<file path="src/rtl/alu_pkg.sv">
// Shared definitions for the sequential ALU: operand width default, op codes,
// FSM state encodings and the shift-op classifier.
package alu_pkg;

    localparam int XLEN_DEFAULT = 32;

    localparam logic [3:0] OP_AND  = 4'b0000;
    localparam logic [3:0] OP_OR   = 4'b0001;
    localparam logic [3:0] OP_ADD  = 4'b0010;
    localparam logic [3:0] OP_XOR  = 4'b0011;
    localparam logic [3:0] OP_SLL  = 4'b0100;
    localparam logic [3:0] OP_SRL  = 4'b0101;
    localparam logic [3:0] OP_SUB  = 4'b0110;
    localparam logic [3:0] OP_SLT  = 4'b0111;
    localparam logic [3:0] OP_SRA  = 4'b1000;
    localparam logic [3:0] OP_SLTU = 4'b1001;

    localparam logic [1:0] ST_IDLE  = 2'd0;
    localparam logic [1:0] ST_SHIFT = 2'd1;
    localparam logic [1:0] ST_DONE  = 2'd2;

    function automatic logic is_shift(input logic [3:0] op);
        return (op == OP_SLL) || (op == OP_SRL) || (op == OP_SRA);
    endfunction

endpackage

</file>
<file path="src/rtl/alu_comb.sv">
// Single-cycle ALU operations. Shift op codes yield zero here because the
// sequencer iterates them; unassigned op codes flag illegal with a zero result.
module alu_comb
    import alu_pkg::*;
#(
    parameter int XLEN = XLEN_DEFAULT
) (
    input  logic [3:0]      op_i,
    input  logic [XLEN-1:0] a_i,
    input  logic [XLEN-1:0] b_i,
    output logic [XLEN-1:0] result_o,
    output logic            illegal_o
);

    // NOTE: every output gets a default before the case so no latch is inferred.
    always_comb begin
        result_o  = '0;
        illegal_o = 1'b0;
        case (op_i)
            OP_AND:  result_o = a_i & b_i;
            OP_OR:   result_o = a_i | b_i;
            OP_ADD:  result_o = a_i + b_i;
            OP_XOR:  result_o = a_i ^ b_i;
            OP_SUB:  result_o = a_i - b_i;
            OP_SLT:  result_o[0] = $signed(a_i) < $signed(b_i);
            OP_SLTU: result_o[0] = a_i < b_i;
            OP_SLL, OP_SRL, OP_SRA: result_o = '0;
            default: illegal_o = 1'b1;
        endcase
    end

endmodule

</file>
<file path="src/rtl/alu_seq_unit.sv">
// Sequential ALU: single-cycle ops complete in one cycle, shifts iterate one bit
// per cycle, and the registered result is held until the consumer takes it.
module alu_seq_unit
    import alu_pkg::*;
#(
    parameter int XLEN = XLEN_DEFAULT
) (
    input  logic            clk,
    input  logic            rst_n,
    input  logic            in_valid,
    output logic            in_ready,
    input  logic [3:0]      op,
    input  logic [XLEN-1:0] a,
    input  logic [XLEN-1:0] b,
    output logic            out_valid,
    input  logic            out_ready,
    output logic [XLEN-1:0] result,
    output logic            zero,
    output logic            illegal,
    output logic            busy
);

    logic [1:0]      state_q, state_d;
    logic [XLEN-1:0] work_q, work_d;
    logic [4:0]      cnt_q, cnt_d;
    logic [3:0]      op_q, op_d;
    logic [XLEN-1:0] result_q, result_d;
    logic            zero_q, zero_d;
    logic            illegal_q, illegal_d;
    logic            out_valid_q, out_valid_d;

    logic [XLEN-1:0] comb_result;
    logic            comb_illegal;
    logic [XLEN-1:0] quick_result;
    logic [XLEN-1:0] shift_step;
    logic            accept;

    alu_comb #(.XLEN(XLEN)) u_alu_comb (
        .op_i      (op),
        .a_i       (a),
        .b_i       (b),
        .result_o  (comb_result),
        .illegal_o (comb_illegal)
    );

    assign in_ready = (state_q == ST_IDLE) || ((state_q == ST_DONE) && out_ready);
    assign accept   = in_valid && in_ready;

    // A zero-distance shift passes operand A straight through.
    assign quick_result = is_shift(op) ? a : comb_result;

    always_comb begin
        case (op_q)
            OP_SLL:  shift_step = work_q << 1;
            OP_SRL:  shift_step = work_q >> 1;
            default: shift_step = {work_q[XLEN-1], work_q[XLEN-1:1]};
        endcase
    end

    always_comb begin
        state_d     = state_q;
        work_d      = work_q;
        cnt_d       = cnt_q;
        op_d        = op_q;
        result_d    = result_q;
        zero_d      = zero_q;
        illegal_d   = illegal_q;
        out_valid_d = out_valid_q;
        case (state_q)
            ST_SHIFT: begin
                work_d = shift_step;
                cnt_d  = cnt_q - 5'd1;
                if (cnt_q == 5'd1) begin
                    state_d     = ST_DONE;
                    result_d    = shift_step;
                    zero_d      = (shift_step == '0);
                    illegal_d   = 1'b0;
                    out_valid_d = 1'b1;
                end
            end
            ST_IDLE, ST_DONE: begin
                if ((state_q == ST_DONE) && out_ready) begin
                    state_d     = ST_IDLE;
                    out_valid_d = 1'b0;
                end
                if (accept) begin
                    op_d   = op;
                    work_d = a;
                    cnt_d  = b[4:0];
                    if (is_shift(op) && (b[4:0] != 5'd0)) begin
                        state_d     = ST_SHIFT;
                        out_valid_d = 1'b0;
                    end else begin
                        state_d     = ST_DONE;
                        result_d    = quick_result;
                        zero_d      = (quick_result == '0);
                        illegal_d   = comb_illegal;
                        out_valid_d = 1'b1;
                    end
                end
            end
            default: begin
                state_d     = ST_IDLE;
                out_valid_d = 1'b0;
            end
        endcase
    end

    // NOTE: state registers use non-blocking assignments so every flop samples pre-edge values.
    always_ff @(posedge clk) begin
        if (!rst_n) begin
            state_q     <= ST_IDLE;
            work_q      <= '0;
            cnt_q       <= '0;
            op_q        <= '0;
            result_q    <= '0;
            zero_q      <= 1'b0;
            illegal_q   <= 1'b0;
            out_valid_q <= 1'b0;
        end else begin
            state_q     <= state_d;
            work_q      <= work_d;
            cnt_q       <= cnt_d;
            op_q        <= op_d;
            result_q    <= result_d;
            zero_q      <= zero_d;
            illegal_q   <= illegal_d;
            out_valid_q <= out_valid_d;
        end
    end

    assign out_valid = out_valid_q;
    assign result    = result_q;
    assign zero      = zero_q;
    assign illegal   = illegal_q;
    assign busy      = (state_q != ST_IDLE);

endmodule

</file>
<file path="config.mk">
export PLATFORM = sky130hd
export DESIGN_NAME = alu_seq_unit
export DESIGN_NICKNAME = d
export VERILOG_FILES = /design/src/rtl/alu_pkg.sv /design/src/rtl/alu_comb.sv /design/src/rtl/alu_seq_unit.sv
export SDC_FILE = /design/constraint.sdc
export NUM_CORES = 1
export LEC_CHECK = 0
export CORE_ASPECT_RATIO = 1.25
export CORE_UTILIZATION = 50
export CTS_CLUSTER_DIAMETER = 120
export DETAILED_ROUTE_END_ITERATION = 10
export GPL_TIMING_DRIVEN = 0
export PLACE_DENSITY = 0.76
export SYNTH_ARGS = -nofsm -noshare
export SYNTH_HDL_FRONTEND = slang
export SYNTH_SLANG_ARGS = --single-unit
</file>
<file path="constraint.sdc">
create_clock -name clk -period 12.1 [get_ports clk]
set_clock_uncertainty 0.1 [all_clocks]
set_input_delay 2.42 -clock clk [delete_from_list [all_inputs] [get_ports clk]]
set_output_delay 2.42 -clock clk [all_outputs]
set_load 0.02 [all_outputs]
</file>
==> qor.csv <==
metric,value,unit
clock_path_buffers,2,
worstSetupEndpointType,flop,
ys_warn_count,0,
maxCapViolations,0,
worstHoldStart,result[16]$_SDFFE_PN0P_,
period_needed,6.97,ns
postCtsHoldBufs,0,
fp.dieW,128,um
ctsResizeCount,0,
finalCritPeriodShare,57.6,%
seqPwrFrac,27.4,%
switchingPower,0.448,mW
grt_pass1_wl,65.6,mm
drt-pass1-iter-count,9,
cts-buffers-inserted,9,
grt_setup_unrepaired,false,
syn_area,9890,um^2
ys_seq_elements,77,
crit_slowest_cell,buf_1,
drt-initial-drc-count,1492,
p_leak,4.70,nW
path_cells,clkdlybuf4s50_1 > buf_2 > buf_1 > buf_1 > buf_1 > nor2_1 > nor2_1 > nor2_1 > a21oi_1 > nand4b_1 > nor4_1 > nand4_1 > o32ai_2,
swShare,41.5,%
synth_edf_count,0,
report.final.slew_viol_count,0,
fp.dieH,159,um
setup_viol,0,
path_max_fanout,10,
syn_nets,1637,
grt_antenna_before_repair,1,
arrival,7.12,ns
core,19400,um^2
cp.required,12.25,ns
die-area,20400,um^2
r2r-start,state_q[0]$_SDFFE_PN0P_,
clock.fmax,144,MHz
grt_overflow,0,
nets,1752,
critPathKind,primary input to flop,
cts-root-buf,clkbuf_16,
ys_seq_area_share,15.6,%
grt_usage,42.4,%
postRouteAntennaNets,0,
drive_above_1_share,4.46,%
p_int,0.632,mW
io_buffers,104,
routed_wirelength,43.6,mm
grt_pass1_vias,11435,
ys.flop_type,dfxtp_1,
top_level_ports,109,
cts_tree,yes,
syn2layout_area_growth,16.9,%
pwr-share-comb,47.1,%
vias,12183,
synthArstFlopShare,0,%
vias_per_cell,6.64,
postSynthAreaPerCell,6.81,um^2
gp_congestion,1.02,
critPathMaxStageDelay,0.78,ns
post_cts_buffers,0,
clock_latency,0.34,ns
antenna_cells,0,
hold_class,flop to flop,
clkPwrFrac,25.5,%
grt_max_degree,12,
cp-start-kind,primary input,
rows,57,
path_clk_slew,0.06,ns
p_per_area,93.4,nW/um^2
run_status,completed,
syn_inst,1453,
max_slew_margin,12.4,%
dp_hpwl,34.5,mm
h-tree-depth,3,
drc_errors,0,
crit_buf_inv,5,
cts.sinks,77,
finalHoldViolations,0,
initial_core_util,51.0,%
ys_types,86,
tns,0,ns
tightest_slew,1.31,ns
crit_start,op[0],
whs,0.346,ns
critical_path.top_delay_family,buffers and inverters,
vdd_drop_max,86.4,uV
wl_per_cell,23.8,um
==> synthesized netlist by cell type (all sizes together) (4+ instances only) <==
| library cell | instances | area, um^2 |
|---|---|---|
| o211a | 9 | 90.1 |
| o22ai | 19 | 119 |
| o31ai | 19 | 143 |
| clkbuf | 65 | 244 |
| o221ai | 12 | 105 |
| nor2 | 106 | 398 |
| xnor2 | 11 | 96.3 |
| dfxtp | 77 | 1540 |
| a211o | 7 | 62.6 |
| a2bb2oi | 5 | 43.8 |
| nand2 | 211 | 792 |
| o311ai | 5 | 43.8 |
| inv | 108 | 405 |
| nor2b | 14 | 90.1 |
| ha | 110 | 1380 |
| a21oi | 175 | 880 |
| nand2b | 18 | 113 |
| o21bai | 11 | 82.6 |
| nor3 | 20 | 100 |
| a221oi | 5 | 43.8 |
| nor3b | 5 | 37.5 |
| o211ai | 62 | 465 |
| o31a | 5 | 43.8 |
| o21a | 8 | 60.1 |
| or2 | 7 | 46.3 |
| a31o | 4 | 35.0 |
| or3 | 8 | 50.1 |
| nor4 | 25 | 186 |
| a22oi | 22 | 165 |
| nand4 | 17 | 106 |
| a31oi | 8 | 50.1 |
| mux2i | 22 | 220 |
| o32ai | 4 | 42.6 |
| and2 | 8 | 50.1 |
| o21ai | 51 | 255 |
| a221o | 7 | 70.1 |
| a21o | 23 | 174 |
| buf | 37 | 190 |
| a211oi | 17 | 128 |
| nand3 | 56 | 280 |
==> registers in the layout (all words and copies together) (netlist names) <==
register / count
result: 32
work_q: 32
cnt_q: 5
op_q: 4
state_q: 2
illegal: 1
zero: 1
==> through the flow <==
step	total power, mW	instances	worst slack (ns)	utilization, %	cell area (um^2)
after detailed placement	0.790	1822	5.00	58.1	11300
after global routing	1.12	1836	5.14	59.6	11600
after floorplan	0.607	1453	6.55	-	9890
after CTS	1.06	1836	5.34	59.6	11600
after global placement	0.787	1822	5.02	58.1	11300
final	1.08	1836	5.13	59.6	11600
==> power by group through the flow <==
stage          clock network [mW]  logic, mW  registers (mW)
2_1_floorplan                   0      0.298           0.309
3_3_place_gp                    0      0.487           0.300
3_5_place_dp                    0      0.489           0.300
4_1_cts                     0.275      0.492           0.295
5_1_grt                     0.285      0.542           0.298
6_report                    0.276      0.508           0.296
==> area by class of cell <==
type,count,area (um^2)
multi-input combinational,1166,7510
sequential,77,1540
timing repair buffer,104,1040
buffer,102,434
fill,1940,7830
tap,265,332
clock buffer,13,270
inverter,108,405
clock inverter,1,30.0
==> final timing paths <==
path	end	slack [ns]	depth (start not counted)
worst min register to register	result[16]$_SDFFE_PN0P_	0.35	2
worst max register to register	zero$_SDFFE_PN0P_	8.41	10
worst min-delay path	result[16]$_SDFFE_PN0P_	0.35	2
worst max-delay path	zero$_SDFFE_PN0P_	5.13	13
==> cell usage in the layout, fill, tap and decap left out, types with 18 or more instances in the layout <==
cell type / count
nand2_1: 211
a21oi_1: 174
ha_1: 110
inv_1: 106
nor2_1: 106
clkdlybuf4s50_1: 104
dfxtp_1: 77
clkbuf_1: 66
o211ai_1: 62
nand3_1: 56
o21ai_0: 48
buf_2: 26
nor4_1: 23
a21o_1: 22
mux2i_1: 22
a22oi_1: 22
nor3_1: 20
o31ai_1: 19
o22ai_1: 19
nand2b_1: 18
==> logic make-up (layout without fill, tap and decap cells) <==
group | count (synthesis) | in the layout | synth area share, %
xor+xnor | 12 | 12 | 1.06
compound gates | 504 | 504 | 33.8
buf+inv | 210 | 328 | 8.49
flops | 77 | 77 | 15.6
simple gates | 515 | 515 | 24.4
fa+ha+maj | 112 | 112 | 14.3
mux | 23 | 23 | 2.34
==> worst min-delay path: stages, from the launching register on <==
cell,delay (ns)
dfxtp_1,0.30
nand2_1,0.05
a21oi_1,0.05
==> routing by layer <==
layer	GRT usage, %	wire length, um	vias up
met4	27.9	3090	2
met5	0	13	-
met3	5.88	4190	215
met2	68.0	19700	800
met1	52.7	16700	5682
li1	-	-	5484
No activity file was read; power rests on OpenSTA's default activity.
